==> src/rtl/data_memory_access_unit.sv <==
// Load/store initiator for the data memory: one request at a time, holds the
// memory enable for WAIT_CYCLES cycles. Optional macro: DMEM_ADDR_RANGE_CHECK_EN.
module data_memory_access_unit #(
    parameter int unsigned WAIT_CYCLES = 1,
    parameter int unsigned MEM_DEPTH   = 256
) (
    input  logic        clock,
    input  logic        reset,
    input  logic        req_valid,
    output logic        req_ready,
    input  logic        req_write,
    input  logic [15:0] req_address,
    input  logic [15:0] req_data,
    output logic        resp_valid,
    output logic [15:0] resp_data,
    output logic        resp_fault,
    output logic [15:0] AddressBus,
    output logic [15:0] InputBus,
    input  logic [15:0] OutputBus,
    output logic        sig_enable_write,
    output logic        sig_enable_read
);

    localparam int unsigned DATA_W = 16;
    localparam int unsigned CNT_W  = 4;

    localparam logic [1:0] IDLE   = 2'd0;
    localparam logic [1:0] ACCESS = 2'd1;
    localparam logic [1:0] RESP   = 2'd2;

    // Reject out-of-range parameter sets at elaboration.
    if (WAIT_CYCLES < 1 || WAIT_CYCLES > 15 || MEM_DEPTH < 1) begin : g_param_check
        $error("data_memory_access_unit: WAIT_CYCLES must be 1..15 and MEM_DEPTH >= 1");
    end

    logic [1:0]        state, state_d;
    logic [CNT_W-1:0]  cnt, cnt_d;
    logic              write_q, write_d;
    logic              req_ready_d;
    logic              resp_valid_d;
    logic              resp_fault_d;
    logic [DATA_W-1:0] resp_data_d;
    logic [DATA_W-1:0] addr_d;
    logic [DATA_W-1:0] wdata_d;
    logic              en_wr_d;
    logic              en_rd_d;
    logic              addr_fault;

`ifdef DMEM_ADDR_RANGE_CHECK_EN
    assign addr_fault = 32'(req_address) >= MEM_DEPTH;
`else
    assign addr_fault = 1'b0;
`endif

    // Next-state and next-output logic.
    always_comb begin
        state_d      = state;
        cnt_d        = cnt;
        write_d      = write_q;
        req_ready_d  = req_ready;
        resp_valid_d = 1'b0;
        resp_fault_d = 1'b0;
        resp_data_d  = resp_data;
        addr_d       = AddressBus;
        wdata_d      = InputBus;
        en_wr_d      = sig_enable_write;
        en_rd_d      = sig_enable_read;

        case (state)
            IDLE: begin
                en_wr_d = 1'b0;
                en_rd_d = 1'b0;
                if (req_valid && req_ready) begin
                    req_ready_d = 1'b0;
                    if (addr_fault) begin
                        state_d      = RESP;
                        resp_valid_d = 1'b1;
                        resp_fault_d = 1'b1;
                    end else begin
                        state_d = ACCESS;
                        write_d = req_write;
                        addr_d  = req_address;
                        wdata_d = req_data;
                        cnt_d   = CNT_W'(WAIT_CYCLES);
                        en_wr_d = req_write;
                        en_rd_d = !req_write;
                    end
                end
            end
            ACCESS: begin
                cnt_d = cnt - CNT_W'(1);
                if (cnt == CNT_W'(1)) begin
                    state_d      = RESP;
                    en_wr_d      = 1'b0;
                    en_rd_d      = 1'b0;
                    resp_valid_d = 1'b1;
                    if (!write_q) begin
                        resp_data_d = OutputBus;
                    end
                end
            end
            RESP: begin
                state_d     = IDLE;
                req_ready_d = 1'b1;
            end
            default: begin
                state_d     = IDLE;
                req_ready_d = 1'b1;
                en_wr_d     = 1'b0;
                en_rd_d     = 1'b0;
            end
        endcase
    end

    // State and registered outputs.
    always_ff @(posedge clock or negedge reset) begin
        if (!reset) begin
            state            <= IDLE;
            cnt              <= '0;
            write_q          <= 1'b0;
            req_ready        <= 1'b1;
            resp_valid       <= 1'b0;
            resp_fault       <= 1'b0;
            resp_data        <= '0;
            AddressBus       <= '0;
            InputBus         <= '0;
            sig_enable_write <= 1'b0;
            sig_enable_read  <= 1'b0;
        end else begin
            state            <= state_d;
            cnt              <= cnt_d;
            write_q          <= write_d;
            req_ready        <= req_ready_d;
            resp_valid       <= resp_valid_d;
            resp_fault       <= resp_fault_d;
            resp_data        <= resp_data_d;
            AddressBus       <= addr_d;
            InputBus         <= wdata_d;
            sig_enable_write <= en_wr_d;
            sig_enable_read  <= en_rd_d;
        end
    end

endmodule

==> config.mk <==
export PLATFORM = sky130hd
export DESIGN_NAME = data_memory_access_unit
export DESIGN_NICKNAME = d
export VERILOG_FILES = /design/src/rtl/data_memory_access_unit.sv
export SDC_FILE = /design/constraint.sdc
export NUM_CORES = 1
export LEC_CHECK = 0
export CAP_MARGIN = 15
export CORE_ASPECT_RATIO = 1.25
export CORE_MARGIN = 8
export CORE_UTILIZATION = 38
export DETAILED_ROUTE_END_ITERATION = 16
export PLACE_DENSITY_LB_ADDON = 0.2
export SYNTH_ARGS = -nofsm -noshare
export SYNTH_HDL_FRONTEND = slang
export SYNTH_SLANG_ARGS = --single-unit
==> constraint.sdc <==
create_clock -name clock -period 1.4 [get_ports clock]
set_input_delay 0.42 -clock clock [delete_from_list [all_inputs] [get_ports clock]]
set_output_delay 0.42 -clock clock [all_outputs]
set_load 0.01 [all_outputs]
Word-level counts from Yosys, hierarchy flattened
Cells that the tools add are included.

Memory bits (read-only): 0. Memories kept: 0. Flip-flop bits (word level): 59. RAM bits: 0. Bits in latches: 0. Output and inout bits: 53.

Add/subtract/negate cells: 1. Muxes and demuxes: 14. Multiply operators: 0. Reductions and logical operators: 10. Shift operators: 0. Magnitude comparators: 0. Equality and inequality tests: 5. Bitwise operators: 3. Divide/modulo/power cells: 0.

Operators by type and width (count): 2-bit AND reduction (5); 4-bit one-hot mux with 2 select lines (1); 1-bit two-way mux (6); 1-bit one-hot mux with 3 select lines (2); 4-bit by 1-bit == test with 1-bit output (second input constant) (1); 2-bit two-way mux (2); 4-bit two-way mux (1); 2-bit inequality test (second input constant) (2); 2-bit one-hot mux with 2 select lines (1); 4-bit by 1-bit subtractor with 4-bit output (second input constant) (1); 1-bit inverter (3); 3-bit AND reduction (1); 2-bit by 1-bit == test with 1-bit output (second input constant) (1); 2-bit == test (second input constant) (1); 2-bit logical NOT (1); 1-bit one-hot mux with 2 select lines (1); 2-bit nonzero test (1); 1-bit logical AND (1); 1-bit logical NOT (1).

Logic depth before layout (Yosys ltp)
Gate-level depths: netlist of the first run.

Depth in word-level cells: 3. Mapped depth: 5. Gate-level depth less buffers: 5.

Worst setup path after synthesis of the first run
No wires, ideal clock.

Path kind: reg2reg. Start: register req_ready. End: register AddressBus[0]. Required time: 1.275 ns. Buffers on the path: 2. Data arrival time: 1.311 ns. Setup time: 0.125 ns. Slack: -0.036 ns. Stages on the path, launching flop included: 5. Path through: dfstp_2 and4bb_1 buf_6 buf_12 mux2_4.

Cells in the longest elaborated chain, start to end: 2.

Ends and longest elaborated chain: start: declaration (line 10) `output logic req_ready,`; start signal: assignment (line 133) `req_ready <= req_ready_d;`; 1-bit logical AND (line 73) `if (req_valid && req_ready) begin`; 2-bit AND reduction (no line); end signal: assignment (line 137) `AddressBus <= addr_d;`; end: declaration (line 17) `output logic [15:0] AddressBus,`.

Every way passes these cells. A chain may end at the register's enable or synchronous reset.

Final worst setup path of the first run
Start: input port req_valid. End: register InputBus[8].

Cells in the longest elaborated chain, start to end: 2.

Ends and longest elaborated chain: start: declaration (line 9) `input logic req_valid,`; 1-bit logical AND (line 73); 2-bit AND reduction (no line); end signal: assignment (line 138) `InputBus <= wdata_d;`; end: declaration (line 18) `output logic [15:0] InputBus,`.

Every way passes these cells.

==> flow_metrics.env, run 1 <==
export IMPL_status="complete, but fails checks"
export IMPL_violations="setup timing"
export IMPL_seq_area_frac_synth_pct=58.5
export IMPL_final_cells=359
export IMPL_dpl_cell_count=342
export IMPL_hold_buffers=0
export IMPL_drtPass1Iterations=4
export IMPL_htreeDepth=3
export IMPL_synth_distinct_cells=27
export IMPL_ant_nets=0
export IMPL_arrival_ns=1.71
export IMPL_cp_max_fo=11
export IMPL_period_needed_ns=1.49
export IMPL_routedWlPerCell_um=16.5
export IMPL_skew_ns=0.00868
export IMPL_synth_flop_cell="dfrtp_1"
export IMPL_grt_overflow_total=0
export IMPL_cts_sinks=59
export IMPL_syn2layout_area_growth_pct=49.0
export IMPL_diodes=0
export IMPL_portBuffers=103
export IMPL_cp_end_kind="register"
export IMPL_power_density_nw_per_um2=2260
export IMPL_critPathRequiredTime_ns=1.61
export IMPL_path_class="input pin to register"
export IMPL_die_area_um2=9530
export IMPL_ir_drop_uv=1150
export IMPL_drive_gt1_share_pct=46.0
export IMPL_synth_seq_cells=59
export IMPL_post_drt_via_cell_ratio=4.52
export IMPL_synth_edf_count=0
export IMPL_cts_tree="built"
export IMPL_cts_buffers=9
export IMPL_setup_viol=35
export IMPL_whs_ns=0.0884
export IMPL_rows=33
export IMPL_synth_top_cell_area_share_pct=57.5
export IMPL_synthesis_nets=202
export IMPL_postSynthCellCount=148
export IMPL_gr_usage_all_layers_pct=12.4
export IMPL_yosysMostFrequentCell="dfrtp_1"
export IMPL_grt_pass1_wl_mm=8.91
export IMPL_vias=1622
export IMPL_wl_mm=5.93
export IMPL_layout_setup_ws_ns=-0.0927
export IMPL_timing_fmax_mhz=670
export IMPL_maxCapViolCount=0
export IMPL_yosys_warnings=0
export IMPL_fp_dieH_um=107
export IMPL_start_kind="input pin"
export IMPL_gp_congestion=0.697
export IMPL_syn_area_um2=2520
export IMPL_cts_buffer_depth=2
export IMPL_drt_iter0_drc=45
export IMPL_min_period_over_period_pct=107
export IMPL_holdCritPathClass="input pin to async pin"
export IMPL_hold_viol_final=0
export IMPL_async_reset_ff_share_pct=100
export IMPL_clk_latency_ns=0.33
export IMPL_coreArea_um2=6480
export IMPL_drc_errors=0
export IMPL_place_hpwl_mm=4.18
export IMPL_syn_area_per_cell_um2=17.1
export IMPL_initial_core_util_pct=39.0
export IMPL_finalMaxSlewViolations=0
export IMPL_nNetsFinal=322
export IMPL_grt_max_degree=60
export IMPL_power_leakage_uw=0.00181
export IMPL_yosys_top_cells_area="dfrtp_1, mux2_4, mux2_2"
export IMPL_clockRootBuffer="clkbuf_8"
export IMPL_io_pins=105
export IMPL_rsz0062_at_grt="yes"
export IMPL_first_global_vias=1726
export IMPL_fp_dieW_um=88.9
export IMPL_yosys_area_top_type="dfrtp_1"
export IMPL_antenna_found_initial=0
export IMPL_clkTransAtPathRegs_ns=0.07
export IMPL_synthTopCellsByCount="dfrtp_1, mux2_4, mux2_2, nor2_1"
==> cell type report <==
cell class	count	area [um2]
fill	561	2720
sequential	59	1480
timing repair buffer	117	1000
multi-input combinational	78	943
clock buffer	10	138
tap	87	109
clock inverter	5	77.6
inverter	3	11.3
==> stage by stage <==
| stage | setup slack (ns) | power (uW) | cell area, um2 | TNS [ns] | util (%) |
|---|---|---|---|---|---|
| 2_1_floorplan | -0.0356 | 5330 | 2520 | -1.12 | - |
| 3_3_place_gp | -0.466 | 7380 | 3680 | -16.25 | 56.8 |
| 3_5_place_dp | -0.479 | 7430 | 3680 | -16.44 | 56.8 |
| 4_1_cts | -0.114 | 8830 | 3910 | -2.97 | 60.3 |
| 5_1_grt | -0.120 | 9050 | 3760 | -4.11 | 58.0 |
| 6_report | -0.0927 | 8510 | 3760 | -2.71 | 58.0 |
==> logic make-up after synthesis <==
kind of cell               count (synthesis)  share of synthesized area [%]
muxes                                     50                           28.5
xor gates and xnor gates                   1                          0.347
adders and majority gates                  2                          0.991
DFF                                       59                           58.5
AOI/OAI and AO/OA                          8                           2.23
buffers and inverters                     11                           4.61
and+or+nand+nor                           16                           4.66
other                                      1                          0.149
==> critical path, cell delays in order <==
cell and delay, ns:
clkdlybuf4s50_1 0.45, and4bb_4 0.32, clkbuf_16 0.20, mux2_4 0.30
==> placed cells by master, fill, tap and decap left out, types with 3 or more instances in the layout <==
cell              n
buf_2             3
clkbuf_8         10
dfrtp_1          58
buf_12            3
mux2_4           43
nor2_1            4
clkbuf_2         37
a22o_1            3
clkdlybuf4s15_1  11
inv_1             3
clkdlybuf4s50_1  50
mux2_2            6
buf_4             8
==> sequential cells by signal (all words and copies together), names as in the netlist <==
name and count:
resp_data 16, sig_enable_write 1, write_q 1, cnt 4, req_ready 1, InputBus 16
state 2, AddressBus 16, sig_enable_read 1, resp_valid 1
==> report_power, final <==
part	leakage, uW	switching [uW]	total [uW]	internal, uW
Sequential	0.000705	453	3020	2560
Combinational	0.000993	1500	3810	2310
Clock	0.000108	642	1680	1030
Total	0.00181	2600	8510	5910
==> final timing paths <==
kind | start | end | slack (ns) | cells past startpoint
setup / recovery | req_valid | InputBus[8] | -0.09 | 4
hold / removal | reset | AddressBus[3] | 0.09 | 2
setup reg to reg | req_ready | InputBus[8] | -0.08 | 3
hold reg to reg | req_ready | req_ready | 0.49 | 2
max in group asynchronous | reset | req_ready | 1.01 | 2
min in group clock | req_ready | req_ready | 0.49 | 2
==> metal layers <==
layer	track usage, %	wire length (um)
met1	15.2	2640
met2	18.5	2730
met3	4.59	486
met4	6.18	70
met5	0	0
==> what timing repair did <==
action	4_1_cts	5_1_grt
pin swaps	0	0
gates cloned	0	1
setup endpoints to repair	88	88
resized for setup	112	41
setup buffers	0	1
Note: power is estimated with default switching activity, not from simulation.
==> inputs of run 2 (changes only) <==
Settings changed: ABC_AREA from default to 1.
==> flow_metrics.env, run 2 <==
export IMPL_power_uw=7790
export IMPL_hold_viol_final=0
export IMPL_synth_flop_cell="dfrtp_1"
export IMPL_cts_sinks=59
export IMPL_syn_area_um2=2390
export IMPL_power_density_nw_per_um2=2130
export IMPL_drt_iter0_drc=72
export IMPL_setup_viol=0
export IMPL_postSynthCellCount=266
export IMPL_yosys_area_top_type="dfrtp_1"
export IMPL_start_kind="register"
export IMPL_crit_path_end="req_ready"
export IMPL_clockRootBuffer="clkbuf_8"
export IMPL_first_global_vias=2225
export IMPL_critPathSlowestCell="dfstp_2"
export IMPL_synthTopCellsByCount="nand2_1, dfrtp_1, nand3_1, nor2_1, buf_4"
export IMPL_drtPass1Iterations=4
export IMPL_synth_xor_area_share_pct=0
export IMPL_hold_buffers=0
export IMPL_wl_mm=6.15
export IMPL_crit_path_start="req_ready"
export IMPL_arrival_ns=0.96
export IMPL_clk_latency_ns=0.32
export IMPL_ant_nets=0
export IMPL_yosys_top_cells_area="dfrtp_1, nand2_1, nand3_1"
export IMPL_power_leakage_uw=0.00195
export IMPL_most_common_layout_cells="nand2_1, dfrtp_1, clkdlybuf4s50_1"
export IMPL_rsz0062_at_grt="yes"
export IMPL_synth_adder_area_share_pct=1.05
export IMPL_yosys_warnings=0
export IMPL_status="complete, no violations"
export IMPL_path_class="register to output port"
export IMPL_grt_max_degree=33
export IMPL_synth_top_family_by_area="simple AND/OR/NAND/NOR gates"
export IMPL_diodes=0
export IMPL_synth_distinct_cells=18
export IMPL_dp_slack_ns=-0.156
export IMPL_critPathMaxStageDelay_ns=0.54
export IMPL_cp_end_kind="output port"
export IMPL_antenna_found_initial=0
export IMPL_ir_drop_uv=1120
export IMPL_tns_ns=0
export IMPL_top_regs="AddressBus: 16 flops, InputBus: 16 flops, resp_data: 16 flops"
export IMPL_cp_depth=1
export IMPL_htreeDepth=3
export IMPL_holdCritPathClass="input pin to async pin"
export IMPL_coreArea_um2=6130
export IMPL_async_reset_ff_share_pct=100
export IMPL_yosysMostFrequentCell="nand2_1"
export IMPL_crit_chain="buf_6"
export IMPL_critPathRequiredTime_ns=0.98
export IMPL_nNetsFinal=440
export IMPL_syn_area_per_cell_um2=8.99
export IMPL_routedWlPerCell_um=12.9
export IMPL_r2r_setup_slack_ns=0.08
export IMPL_seq_area_frac_synth_pct=61.8
export IMPL_yosys_area_share_simple_pct=31.0
export IMPL_vias=2108
export IMPL_nFillCells=553
export IMPL_fp_dieH_um=105
export IMPL_gp_congestion=0.761
export IMPL_synth_edf_count=0
export IMPL_die_area_um2=9110
export IMPL_cp_max_fo=2
export IMPL_r2r_end="sig_enable_read"
export IMPL_skew_ns=0.00549
export IMPL_layout_setup_ws_ns=0.0222
export IMPL_syn2layout_area_growth_pct=53.1
export IMPL_finalMaxSlewViolations=0
export IMPL_crit_family="flip-flops"
export IMPL_fp_dieW_um=87.0
export IMPL_gr_usage_all_layers_pct=14.3
export IMPL_period_needed_ns=1.38
export IMPL_grt_pass1_wl_mm=10.3
export IMPL_r2r_start="req_ready"
export IMPL_place_hpwl_mm=4.73
export IMPL_min_period_over_period_pct=98.4
export IMPL_rows=32
export IMPL_synth_top_cell_area_share_pct=60.7
export IMPL_initial_core_util_pct=39.1
export IMPL_portBuffers=103
export IMPL_cts_tree="built"
export IMPL_synth_compound_area_share_pct=0.837
export IMPL_clkTransAtPathRegs_ns=0.06
export IMPL_drive_gt1_share_pct=20.2
export IMPL_synthesis_nets=320
export IMPL_crit_buf_inv=1
export IMPL_cts_buffers=9
export IMPL_io_pins=105
export IMPL_maxCapViolCount=0
export IMPL_post_drt_via_cell_ratio=4.43
export IMPL_cts_buffer_depth=2
export IMPL_synth_seq_cells=59
export IMPL_timing_fmax_mhz=726
export IMPL_stdcell_area_um2=3660
export IMPL_drc_errors=0
export IMPL_synth_mux_area_share_pct=0
export IMPL_final_common_cell="nand2_1"
export IMPL_placed_area_um2=3580
export IMPL_grt_overflow_total=0
export IMPL_rr_worst_depth=7
## run 2: cell types whose count changed in the layout (fill, tap and decap cells not counted), sizes merged, moves of 4 or more
cell and delta:
nor2 +5, inv +5, nand2 +149, clkbuf -5
clkdlybuf4s15 +4, mux2 -49, buf +9, nand3 +20
## run 2: cells by family after synthesis
| logic type | Yosys count |
|---|---|
| flops | 59 |
| buf+inv | 19 |
| other cells | 1 |
| compound gates | 4 |
| simple gates | 181 |
| fa+ha+maj | 2 |
## run 2: layout make-up
cell class / instances / area [um2] / area share [%]
Clock inverter: 1 / 5.00 / 0.137
Multi-Input combinational cell: 188 / 790 / 21.6
Tap cell: 85 / 106 / 2.90
Timing Repair Buffer: 120 / 1050 / 28.8
Sequential cell: 59 / 1480 / 40.3
Inverter: 8 / 32.5 / 0.888
Clock buffer: 15 / 196 / 5.36
## run 2: how the worst min path moves through the flow
stage               startpoint  depth (start not counted)       endpoint
floorplan                reset                          0  AddressBus[0]
global placement         reset                          1         cnt[2]
detailed placement       reset                          1         cnt[2]
CTS                      reset                          1         cnt[2]
global route             reset                          1         cnt[2]
finish                   reset                          1    InputBus[5]
## run 2: repair_timing
item                       CTS  global route
cloned                       0             0
resized for setup          116            36
setup buffers                0             5
setup endpoints to repair   52            38
## run 2: metal layers
layer | part of all wire (%) | up-vias | wire length, um | GRT usage, %
met2 | 45 | 92 | 2740 | 21.7
met5 | 0 | - | 0 | 0
met1 | 43 | 954 | 2670 | 17.0
met3 | 11 | 7 | 668 | 6.27
li1 | - | 1055 | - | -
met4 | 0.99 | 0 | 61 | 6.67
## run 2: power by group
part / switching [uW] / internal (uW)
registers: 463 / 2510
logic: 1780 / 1550
clock network: 608 / 883
total: 2850 / 4940
## run 2: per-stage QoR
| stage | util (%) | hold WS, ns | instances |
|---|---|---|---|
| 6_report | 59.8 | 0.00942 | 476 |
| 2_1_floorplan | - | 0.124 | 266 |
| 3_3_place_gp | 58.5 | 0.357 | 455 |
| 4_1_cts | 62.0 | 0.00365 | 471 |
| 3_5_place_dp | 58.5 | 0.365 | 455 |
| 5_1_grt | 59.8 | 0.0241 | 476 |
==> patch, RTL diff (config.mk and constraints of run 1) <==
Register the output `resp_fault` once more, cleared by the reset; this adds one clock of latency there. The other outputs are not delayed to match.
--- a/src/rtl/data_memory_access_unit.sv
+++ b/src/rtl/data_memory_access_unit.sv
@@ -27,6 +27,8 @@
     localparam logic [1:0] IDLE   = 2'd0;
     localparam logic [1:0] ACCESS = 2'd1;
     localparam logic [1:0] RESP   = 2'd2;
+
+    logic resp_fault_s0;
 
     // Reject out-of-range parameter sets at elaboration.
     if (WAIT_CYCLES < 1 || WAIT_CYCLES > 15 || MEM_DEPTH < 1) begin : g_param_check
@@ -120,7 +122,7 @@
             write_q          <= 1'b0;
             req_ready        <= 1'b1;
             resp_valid       <= 1'b0;
-            resp_fault       <= 1'b0;
+            resp_fault_s0    <= 1'b0;
             resp_data        <= '0;
             AddressBus       <= '0;
             InputBus         <= '0;
@@ -132,7 +134,7 @@
             write_q          <= write_d;
             req_ready        <= req_ready_d;
             resp_valid       <= resp_valid_d;
-            resp_fault       <= resp_fault_d;
+            resp_fault_s0    <= resp_fault_d;
             resp_data        <= resp_data_d;
             AddressBus       <= addr_d;
             InputBus         <= wdata_d;
@@ -141,5 +143,13 @@
         end
     end
 
+    always_ff @(posedge clock or negedge reset) begin
+        if (!reset) begin
+            resp_fault <= '0;
+        end else begin
+            resp_fault <= resp_fault_s0;
+        end
+    end
+
 endmodule
 
Behaviour: unchanged (equiv_simple and equiv_induct, registers matched by name and starting in step).
==> patch against run 1 <==
The run still ends with setup timing left; final area is 1.8% lower; worst setup slack got worse by 0.16 ns; sequential cell count stayed put; total power shrank 18%; clock skew fell by 0.0026 ns; synthesized area down 6.5%; clock power decreased by 24%; wire length rose by 2.0%; count of clock-buffer cells in the layout grew 2; largest cell class unchanged; highest routed layer unchanged.
==> patch: results (changes against run 1) <==
Global route
  • Largest net degree at the start of global routing: 30 (was 60)
  • GR met2 Demand/Resource: 20.6% (was 18.5%)

Place
  • GPL Wtd Cong: 0.767 (was 0.697)
  • Dpl hpwl: 4.46 mm (was 4.18 mm)
  • Placed Area: 3610 sq um (was 3680 sq um)

Power
  • Leakage: 1.86 nW (was 1.81 nW)

STA
  • Fin Hold WS: 0.0130 ns (was 0.0884 ns)
  • Final Worst Setup Slack: -0.253 ns (was -0.0927 ns)
  • Final setup fails: 16 (was 35)

Layout
  • Non-Filler Instances: 430 (was 359)
  • Share of layout cells above drive strength 1: 26.4% (was 46.0%)

Setup path
  • CP max stage cell: or4_4 (was clkdlybuf4s50_1)
  • Arrival time worst endpoint: 1.85 ns (was 1.71 ns)
  • R2r worst-path depth: 5 (was 3)
  • End of the critical path: resp_data[2]$_DFFE_PN0P_ (was InputBus[8]$_DFFE_PN0P_)
  • Slowest stage delay, CP: 0.53 ns (was 0.45 ns)

Status
  • Status: complete, but fails checks (unchanged)
  • Failing checks: setup timing (unchanged)

Detailed routing
  • Met1 wire length: 2.67 mm (was 2.64 mm)
  • Initial DRC Count: 70 (was 45)
  • WL met2: 2.80 mm (was 2.73 mm)
  • WL met3: 466 um (was 486 um)
  • Routed vias: 1,890 (was 1,622)

Logic synthesis
  • Most common library cells after synthesis: nand2_1 (100), dfrtp_1 (58), mux2_4 (10), clkbuf_1 (8), mux2_2 (6) (was dfrtp_1 (58), mux2_4 (42), mux2_2 (7), nor2_1 (4))
  • Sequential-to-total area share from yosys stat: 62.6% (was 58.5%)
-- patch: final cells by class --
class	instances	area, sq um	share of cell area [%]
Multi-Input combinational cell	144	848	23.0
Clock inverter	3	15.0	0.406
Tap cell	85	106	2.88
Clock buffer	12	145	3.93
Inverter	2	7.51	0.203
Sequential cell	59	1480	40.0
Timing Repair Buffer	125	1090	29.6
-- patch: critical path, delay by kind of cell, from the launching register on --
| kind | cells | cell delay (ns) |
|---|---|---|
| AND/OR/NAND/NOR | 2 | 0.59 |
| multiplexers | 1 | 0.33 |
| flip-flops | 1 | 0.39 |
| adder cells (fa/ha/maj) | 1 | 0.14 |
| buffers and inverters | 1 | 0.08 |
-- patch: what timing repair did --
action | 4_1_cts | 5_1_grt
gates cloned | 1 | 0
hold endpoints to repair | 0 | 0
pin swaps | 2 | 1
buffers inserted | 1 | 2
setup endpoints to repair | 68 | 57
resized for setup | 112 | 30
-- patch: kinds of logic (layout without fill, tap and decap cells) --
group / count (synthesis) / count (layout) / synth area share, %
multiplexers: 17 / 17 / 9.64
flip-flops: 59 / 59 / 62.6
AND/OR/NAND/NOR: 115 / 116 / 20.4
adder cells (fa/ha/maj): 2 / 2 / 1.06
AO/OA/AOI/OAI: 7 / 7 / 2.07
buffers and inverters: 14 / 142 / 3.71
XOR/XNOR: 1 / 1 / 0.371
other: 1 / 1 / 0.159
-- patch: power by group through the flow --
stage                     logic [mW]  registers (mW)  clock network [mW]
after detailed placement        3.27            2.87                   0
after global placement          3.19            2.85                   0
final                           2.85            2.87                1.28
after CTS                       3.02            2.87                1.33
after global routing            3.14            2.96                1.41
after floorplan                0.956            3.20                   0
